<file path="config.mk">
export PLATFORM = sky130hd
export DESIGN_NAME = ahb_spi_master
export DESIGN_NICKNAME = d
export VERILOG_FILES = /design/src/rtl/ahb_spi_master.sv
export SDC_FILE = /design/constraint.sdc
export NUM_CORES = 1
export LEC_CHECK = 0
export ABC_AREA = 1
export CORE_MARGIN = 1.5
export CORE_UTILIZATION = 45
export DETAILED_ROUTE_END_ITERATION = 8
export HOLD_SLACK_MARGIN = 0.05
export PLACE_DENSITY = 0.7
export SLEW_MARGIN = 20
export SYNTH_ARGS = -nofsm -noshare
export SYNTH_HDL_FRONTEND = slang
export SYNTH_SLANG_ARGS = --single-unit
</file>
<file path="constraint.sdc">
create_clock -name HCLK -period 4.6 [get_ports HCLK]
set_input_delay 0.46 -clock HCLK [delete_from_list [all_inputs] [get_ports HCLK]]
set_output_delay 0.46 -clock HCLK [all_outputs]
set_load 0.01 [all_outputs]
</file>
<file path="src/rtl/ahb_spi_master.sv">
// ahb_spi_master
// AHB-Lite slave wrapping a single-master SPI controller (mode 0, MSB first,
// full duplex) with 32 software-driven slave-select lines.
//
// Ports
//   HCLK, HRESET          bus clock, synchronous active-high reset
//   HSEL, HREADY, HADDR,  AHB-Lite address phase (only HADDR[3:2] decoded,
//   HWRITE, HSIZE, HTRANS HSIZE ignored, HTRANS[1] marks a valid transfer)
//   HWDATA, HRDATA        data phase write / read data
//   HREADYOUT             always 1, zero wait states
//   SPI_MISO_i            serial data in, sampled on SCLK rising edges
//   SPI_MOSI_o            serial data out, changes on SCLK falling edges
//   SPI_SS_o              slave selects (pin level, active low)
//   SPI_CLK_o             SPI clock, idles low
//
// Register map: 0x0 CTRL/STATUS, 0x4 SS, 0x8 TXDATA, 0xC RXDATA.

module ahb_spi_master #(
  parameter int SCLK_DIV = 8
) (
  input  logic        HCLK,
  input  logic        HRESET,
  input  logic        HSEL,
  input  logic        HREADY,
  input  logic [31:0] HADDR,
  input  logic        HWRITE,
  input  logic [2:0]  HSIZE,
  input  logic [1:0]  HTRANS,
  input  logic [31:0] HWDATA,
  output logic [31:0] HRDATA,
  output logic        HREADYOUT,
  input  logic        SPI_MISO_i,
  output logic        SPI_MOSI_o,
  output logic [31:0] SPI_SS_o,
  output logic        SPI_CLK_o
);

  localparam int DW = (SCLK_DIV > 1) ? $clog2(SCLK_DIV) : 1;
  localparam logic [DW-1:0] DIV_LAST = DW'(SCLK_DIV - 1);

  typedef enum logic [1:0] {ST_IDLE, ST_SHIFT, ST_DONE} state_t;

  state_t        state;
  logic [1:0]    addr_q;
  logic          write_q;
  logic          valid_q;
  logic [2:0]    nbytes;
  logic          ssmode;
  logic [31:0]   ss_reg;
  logic [31:0]   tx_reg;
  logic [31:0]   tx_shift;
  logic [31:0]   rx_shift;
  logic [5:0]    bits_left;
  logic [5:0]    rx_count;
  logic          rx_full;
  logic          tx_done;
  logic [DW-1:0] div_cnt;
  logic          sclk;
  logic          mosi;

  logic          wr_en, rd_en, wr_ctrl, wr_ss, tx_start, rx_clear;
  logic          sclk_tick, sclk_rise, sclk_fall, busy;
  logic [2:0]    eff_bytes;
  logic [5:0]    pad_bits;
  logic [31:0]   tx_aligned;
  logic          unused_inputs;

  assign unused_inputs = ^{HSIZE, HADDR[31:4], HADDR[1:0], HTRANS[0]};

  assign HREADYOUT  = 1'b1;
  assign SPI_CLK_o  = sclk;
  assign SPI_MOSI_o = mosi;
  assign SPI_SS_o   = ssmode ? ~ss_reg : ss_reg;

  assign busy      = (state == ST_SHIFT);
  assign wr_en     = valid_q & write_q;
  assign rd_en     = valid_q & ~write_q;
  assign wr_ctrl   = wr_en && (addr_q == 2'd0);
  assign wr_ss     = wr_en && (addr_q == 2'd1);
  assign tx_start  = wr_en && (addr_q == 2'd2) && !busy;
  assign rx_clear  = rd_en && (addr_q == 2'd3);
  assign sclk_tick = busy && (div_cnt == DIV_LAST);
  assign sclk_rise = sclk_tick & ~sclk;
  assign sclk_fall = sclk_tick & sclk;

  // A length of 0 or anything above 4 means a full 32-bit word. The word is
  // left-aligned so byte NBYTES-1 leaves first from bit 31.
  assign eff_bytes  = ((nbytes == 3'd0) || (nbytes > 3'd4)) ? 3'd4 : nbytes;
  assign pad_bits   = {3'd4 - eff_bytes, 3'b000};
  assign tx_aligned = HWDATA << pad_bits;

  // Address phase capture; the data phase acts on these one cycle later.
  always_ff @(posedge HCLK) begin
    if (HRESET) begin
      addr_q  <= 2'd0;
      write_q <= 1'b0;
      valid_q <= 1'b0;
    end else begin
      addr_q  <= HADDR[3:2];
      write_q <= HWRITE;
      valid_q <= HSEL & HREADY & HTRANS[1];
    end
  end

  // Read data is driven only during a valid read data phase, otherwise zero.
  always_comb begin
    HRDATA = 32'd0;
    if (rd_en) begin
      case (addr_q)
        2'd0: begin
          HRDATA[0]     = rx_full;
          HRDATA[1]     = busy;
          HRDATA[4]     = tx_done;
          HRDATA[6]     = ssmode;
          HRDATA[14:12] = nbytes;
        end
        2'd1:    HRDATA = ss_reg;
        2'd2:    HRDATA = tx_reg;
        default: HRDATA = rx_shift;
      endcase
    end
  end

  // Registers, transfer FSM and receive bookkeeping. Clears from an RXDATA
  // read or TXDATA write are placed last so they win over same-cycle sets.
  always_ff @(posedge HCLK) begin
    if (HRESET) begin
      state     <= ST_IDLE;
      nbytes    <= 3'd0;
      ssmode    <= 1'b1;
      ss_reg    <= 32'd0;
      tx_reg    <= 32'd0;
      tx_shift  <= 32'd0;
      rx_shift  <= 32'd0;
      bits_left <= 6'd0;
      rx_count  <= 6'd0;
      rx_full   <= 1'b0;
      tx_done   <= 1'b0;
      div_cnt   <= '0;
      sclk      <= 1'b0;
      mosi      <= 1'b0;
    end else begin
      if (wr_ctrl) begin
        nbytes <= HWDATA[14:12];
        ssmode <= HWDATA[6];
      end
      if (wr_ss) ss_reg <= HWDATA;
      if (sclk_rise) rx_shift <= {rx_shift[30:0], SPI_MISO_i};

      case (state)
        ST_SHIFT: begin
          if (sclk_tick) begin
            div_cnt <= '0;
            sclk    <= ~sclk;
          end else begin
            div_cnt <= div_cnt + 1'b1;
          end
          if (sclk_rise) bits_left <= bits_left - 6'd1;
          // The falling edge after the last rising edge only parks SCLK low;
          // MOSI keeps the final bit.
          if (sclk_fall) begin
            if (bits_left == 6'd0) begin
              state   <= ST_DONE;
              tx_done <= 1'b1;
            end else begin
              mosi     <= tx_shift[31];
              tx_shift <= tx_shift << 1;
            end
          end
        end
        default: begin
          state <= ST_IDLE;
          if (tx_start) begin
            state     <= ST_SHIFT;
            tx_reg    <= HWDATA;
            mosi      <= tx_aligned[31];
            tx_shift  <= tx_aligned << 1;
            bits_left <= {eff_bytes, 3'b000};
            div_cnt   <= '0;
            sclk      <= 1'b0;
          end
        end
      endcase

      // Received bit count saturates at 32 and flags RX_FULL on reaching it.
      if (rx_clear) begin
        rx_count <= 6'd0;
        rx_full  <= 1'b0;
      end else if (sclk_rise && (rx_count != 6'd32)) begin
        rx_count <= rx_count + 6'd1;
        if (rx_count == 6'd31) rx_full <= 1'b1;
      end

      if (tx_start || rx_clear) tx_done <= 1'b0;
    end
  end

endmodule

</file>
After elaboration in Yosys (flattened, before gate mapping)
Index checks and enable logic that the tools add are counted.
{"block": "totals", "latchBits": 0, "elab_cells": 100, "n_memories": 0, "rom_bits": 0, "output_inout_bits": 67, "mem_bits_rw": 0, "ff_bits": 157}
{"block": "op_classes", "n_addsub": 4, "n_div": 0, "multipliers": 0, "shift": 1, "bitwise_logic": 10, "order_cmp": 1, "reduce_logical": 23, "n_eq_ne": 12, "n_mux": 32}
{"operator": "$mux 32", "n": 6}
{"operator": "$pmux 17 s3", "n": 1}
{"operator": "$not 32->32", "n": 1}
{"operator": "$shl 32x6->32", "n": 1}
{"operator": "$mux 6", "n": 3}
{"operator": "$pmux 5 s3", "n": 1}
{"operator": "$mux 3", "n": 4}
{"operator": "$pmux 2 s3", "n": 2}
{"operator": "$reduce_and 2->1", "n": 5}
{"operator": "$pmux 1 s3", "n": 3}
{"operator": "$pmux 3 s3", "n": 1}
{"operator": "$mux 1", "n": 8}
{"operator": "$ne 2x2->1 const B", "n": 4}
{"operator": "$logic_and 1x1->1", "n": 7}
{"operator": "$add 6x1->6 const B", "n": 1}
{"operator": "$and 1x1->1", "n": 6}
{"operator": "$eq 6x5->1 const B", "n": 1}
{"operator": "$logic_not 6->1", "n": 1}
{"operator": "$mux 2", "n": 3}
{"operator": "$ne 6x6->1 const B", "n": 1}
{"operator": "$reduce_and 3->1", "n": 2}
{"operator": "$sub 6x1->6 const B", "n": 1}
{"operator": "$eq 2x1->1 const B", "n": 2}
{"operator": "$eq 2x2->1 const B", "n": 2}
{"operator": "other kinds (12)", "n": 16}

Logic depth before layout (Yosys ltp)
{"block": "depth", "word_depth": 7, "mapped_depth": 17, "ltp_nobuf": 13}

Worst setup path before layout
OpenSTA, ideal clock, no wires.
{"block": "synth_timing", "path_kind": "register -> register", "start": "register nbytes[0]", "end": "register tx_shift[21]", "t_arrival_ns": 2.715, "n_path_buf": 5, "slack_ns": 1.773, "required_time_ns": 4.488, "path_stages_with_launch": 18, "synth_period_minus_slack_ns": 2.827, "cell_sequence": "dfxtp_1 clkbuf_1 clkbuf_1 inv_1 nand2_1 ha_1 inv_1 nand2_1 clkbuf_1 ha_1 clkbuf_1 inv_1 clkbuf_1 nand3_1 nand3_1 nor2_1 nor2_1 nor2_1"}
{"block": "synth_via", "elab_chain_cells": 7, "elab_cells_between_ends": 8, "classes_between": "add/sub: 1; order compare: 1; shift: 1; mux: 3; reduce/logical: 2"}
{"item": "start: declaration", "line_no": "47", "text": "logic [2:0] nbytes;"}
{"item": "start signal: assignment", "line_no": "144", "text": "nbytes <= HWDATA[14:12];"}
{"item": "$gt 3x3->1 / $logic_not 3->1 (equally long branches)", "line_no": "88", "text": "assign eff_bytes = ((nbytes == 3'd0) || (nbytes > 3'd4)) ? 3'd4 : nbytes;"}
{"item": "$logic_or 1x1->1", "line_no": "88"}
{"item": "$mux 3 (*)", "line_no": "88"}
{"item": "$sub 3x3->3 (*)", "line_no": "89", "text": "assign pad_bits = {3'd4 - eff_bytes, 3'b000};"}
{"item": "$shl 32x6->32 (*)", "line_no": "90", "text": "assign tx_aligned = HWDATA << pad_bits;"}
{"item": "$mux 32 (*)", "line_no": "173", "text": "if (tx_start) begin"}
{"item": "$mux 32 (*)", "line_no": "150", "text": "case (state)"}
{"item": "end signal: assignment", "line_no": "167", "text": "tx_shift <= tx_shift << 1;"}
{"item": "end signal: assignment", "line_no": "177", "text": "tx_shift <= tx_aligned << 1;"}
{"item": "end: declaration", "line_no": "51", "text": "logic [31:0] tx_shift;"}
Mark *: on every way between the ends. The rest lies on a longest branch, timed or not. The select of a mux whose other input is x is not followed.
A chain may end at the register's enable or synchronous reset.

Worst setup path in the final report
{"block": "layout_timing", "start": "register addr_q[1]", "end": "output port HRDATA[15]"}
{"block": "layout_via", "elab_chain_cells": 3, "elab_cells_between_ends": 5, "classes_between": "eq/ne: 2; mux: 2; reduce/logical: 1"}
{"item": "start: declaration", "line_no": "44", "text": "logic [1:0] addr_q;"}
{"item": "start signal: assignment", "line_no": "99", "text": "addr_q <= HADDR[3:2];"}
{"item": "$eq 2x2->1 (tied with other cells)", "line_no": "109", "text": "case (addr_q)"}
{"item": "$pmux 17 s3 (*)", "line_no": "109"}
{"item": "$mux 32 (*)", "line_no": "108", "text": "if (rd_en) begin"}
{"item": "end: declaration", "line_no": "30", "text": "output logic [31:0] HRDATA,"}
Mark *: on every way between the ends. The rest lies on a longest branch, timed or not.

==> summary.txt <==
Outcome
  – Status: finished clean

STA
  – Fin. max-slew vios: 0
  – Period utilisation layout: 72.8%
  – Tmin final: 3.35 ns
  – Slew of the pin with the lowest slew margin: 1.07 ns
  – Setup Skew: 0.00951 ns
  – # setup viols final: 0
  – Final hold viol count: 0
  – Max Fclk: 299 MHz
  – Sum Neg Setup Slack: 0 ns
  – RSZ-0062 raised after global routing: false
  – Slew margin rel.: 27.9%

Setup path
  – Crit path to: HRDATA[15]
  – Critical-path top delay cell: clkinv_1
  – Worst Reg-to-Reg Cells: 12
  – CP Max Fanout: 32
  – CP Buf/Inv Count: 2
  – Crit-path cells: nand2_1 -> clkinv_1 -> a221oi_1 -> nor2_1 -> clkdlybuf4s50_1
  – Crit path max-delay family: buffers and inverters
  – Worst path required time: 4.14 ns
  – Crit path DAT: 2.89 ns
  – Worst R2R Setup Slack: 1.45 ns
  – Crit path largest cell delay: 0.82 ns
  – Worst r2r src: nbytes[0]$_SDFFE_PP0P_
  – Worst path depth: 5
  – Setup CP Type: reg -> out
  – Critical R2R Capture: tx_shift[24]$_SDFFE_PP0P_
  – CP endpoint kind: primary output
  – Startpoint Class: register
  – Critical Path Start: addr_q[1]$_SDFF_PP0_

Global routing
  – Met2 GRT Util: 40.0%
  – Gr ovfl total: 0
  – Largest net degree at the start of global routing: 100
  – Total track usage: 24.7%
  – Gr busiest metal: met2
  – Initial antenna violation count: 0
  – Met1 Usage GRT: 33.6%
  – Met3 usage: 4.63%
  – Vias in the first global route: 7059
  – First-pass GRT wire length: 36.4 mm

Clock network
  – Worst-Skew Late Latency: 0.42 ns
  – CTS Buf Count: 17
  – CTS tree: built
  – CTS Buffer Depth: 2
  – CTS resizes: 0
  – Clk pin slew, worst setup/hold paths: 0.06 ns
  – Hold buffers post-CTS: 0
  – # clock sinks: 156
  – H-tree depth: 4
  – Number of setup buffers added after CTS: 0
  – CTS Root Cell: clkbuf_16

Routing
  – WL/cell: 14.7 um
  – WL final: 22.8 mm
  – Via Count: 8026
  – Routed Antenna Nets: 0
  – First-pass DRT Iterations: 5
  – Vias/cell: 5.20
  – DRT iter0 DRCs: 696
  – # DRC: 0

Power and ir drop
  – PwrDens: 306 nW/um^2
  – Peak supply drop: 256 uV
  – Pleak: 4.08 nW

Synthesis
  – Number of synthesized register bits: 156
  – Avg Synthesized Cell Area: 6.46 sq um
  – Cell area after synthesis: 8080 sq um
  – Syn Inst Count: 1250
  – Yosys warning count: 0
  – Top cells by count, synth: 287 x nand2_1, 231 x nor2_1, 156 x dfxtp_1
  – Dominant synthesized flop cell: dfxtp_1
  – Post-synth top area share: 38.7%
  – Top post-synthesis cells by area: dfxtp_1 39%, nand2_1 13%, nor2_1 11%
  – FFs w/ async S/R, synth: 0%
  – Synth area leader: dfxtp_1
  – Sequential area share after synthesis: 38.7%
  – Post-synth EDFFs: 0
  – Mapped Nets: 1333
  – Distinct cells, synth: 32
  – Top-count cell post-synth: nand2_1

Placed design
  – Post-DP HPWL: 15.2 mm
  – I/O Buffers: 106
  – GP Congestion: 0.902

Floorplanning
  – Core ar.: 17400 sq um
  – Die footprint: 18800 sq um
  – Initial Utilization: 46.4%
  – Die X-Extent: 137 um
  – Num ports: 142
  – Die Y: 137 um
  – Row cnt: 48

Layout
  – Final nets: 1390
  – Area grow syn2layout: 21.0%
  – Layout cells sized above 1: 3.79%
  – Final Core Density: 56.1%
  – Antenna diodes: 0

Job
  – Max-cap violations: 0

Worst hold path
  – Min-delay worst type: reg -> reg
[per-layer routing]
| layer | vias to the layer above | share of wire, % |
|---|---|---|
| met5 | - | 0 |
| met4 | 0 | 1.8 |
| met3 | 32 | 6.1 |
| met2 | 257 | 47 |
| met1 | 3661 | 45 |
| li1 | 4076 | - |
[final cells by class]
cell class | instances | area, sq um
inverter | 142 | 534
fill | 1736 | 7640
multi-input combinational | 875 | 4110
timing repair buffer | 115 | 1130
tap | 225 | 282
clock buffer | 18 | 429
clock inverter | 12 | 164
sequential | 156 | 3120
[cell usage in the layout (no fill, tap or decap), drive strengths merged]
master and n:
o22ai 1, nand3b 2, buf 9, nand2 288, conb 1, nor2 233
nand4 27, a221oi 8, bufinv 3, clkinv 7, nor4 1, o21ai 116
nor3 2, inv 141, clkinvlp 3, clkbuf 18, o211ai 18, xor2 35
clkdlybuf4s50 106, ha 8, dfxtp 156, nand3 62, a21oi 66, o2111ai 7
[worst register-to-register path: stages, from the launching register on]
cell and delay [ns]:
dfxtp_1 0.65, inv_1 0.12, nand2_1 0.10, ha_1 0.23, inv_1 0.30, nand2_1 0.15
ha_1 0.65, inv_1 0.34, nand3_1 0.21, nand3_1 0.09, nor2_1 0.13, nor2_1 0.06
nor2_1 0.08
[how the worst min path moves through the flow]
stage | start | slack (ns) | to | depth (start not counted)
3_3_place_gp | bits_left[0]$_SDFFE_PP0P_ | 0.44 | bits_left[0]$_SDFFE_PP0P_ | 1
3_5_place_dp | bits_left[0]$_SDFFE_PP0P_ | 0.44 | bits_left[0]$_SDFFE_PP0P_ | 1
4_1_cts | bits_left[0]$_SDFFE_PP0P_ | 0.45 | bits_left[0]$_SDFFE_PP0P_ | 1
6_report | tx_reg[19]$_SDFFE_PP0P_ | 0.45 | tx_reg[19]$_SDFFE_PP0P_ | 2
2_1_floorplan | bits_left[0]$_SDFFE_PP0P_ | 0.42 | bits_left[0]$_SDFFE_PP0P_ | 1
5_1_grt | bits_left[0]$_SDFFE_PP0P_ | 0.46 | bits_left[0]$_SDFFE_PP0P_ | 1
[cell families after synthesis]
logic type / after synthesis / synth area share (%)
AND/OR/NAND/NOR: 615 / 30.8
adder cells (fa/ha/maj): 8 / 1.24
XOR/XNOR: 35 / 3.79
AO/OA/AOI/OAI: 216 / 14.9
buffers and inverters: 219 / 10.6
flip-flops: 156 / 38.7
other: 1 / 0.0464
[power breakdown]
part,total (mW),internal [mW],switching (mW)
registers,1.36,1.36,0.00525
logic,0.190,0.0698,0.121
clock network,1.44,0.856,0.580
[through the flow]
stage	setup slack [ns]	hold WS (ns)	instance area, sq um	cells	total power, mW
floorplan	1.77	0.422	8080	1250	1.49
global placement	1.58	0.437	9180	1513	1.58
detailed placement	1.54	0.444	9180	1513	1.58
CTS	1.34	0.452	9770	1543	3.00
global route	1.06	0.460	9770	1543	3.08
finish	1.25	0.453	9770	1543	2.99
Power figures use the tool's default switching activity.
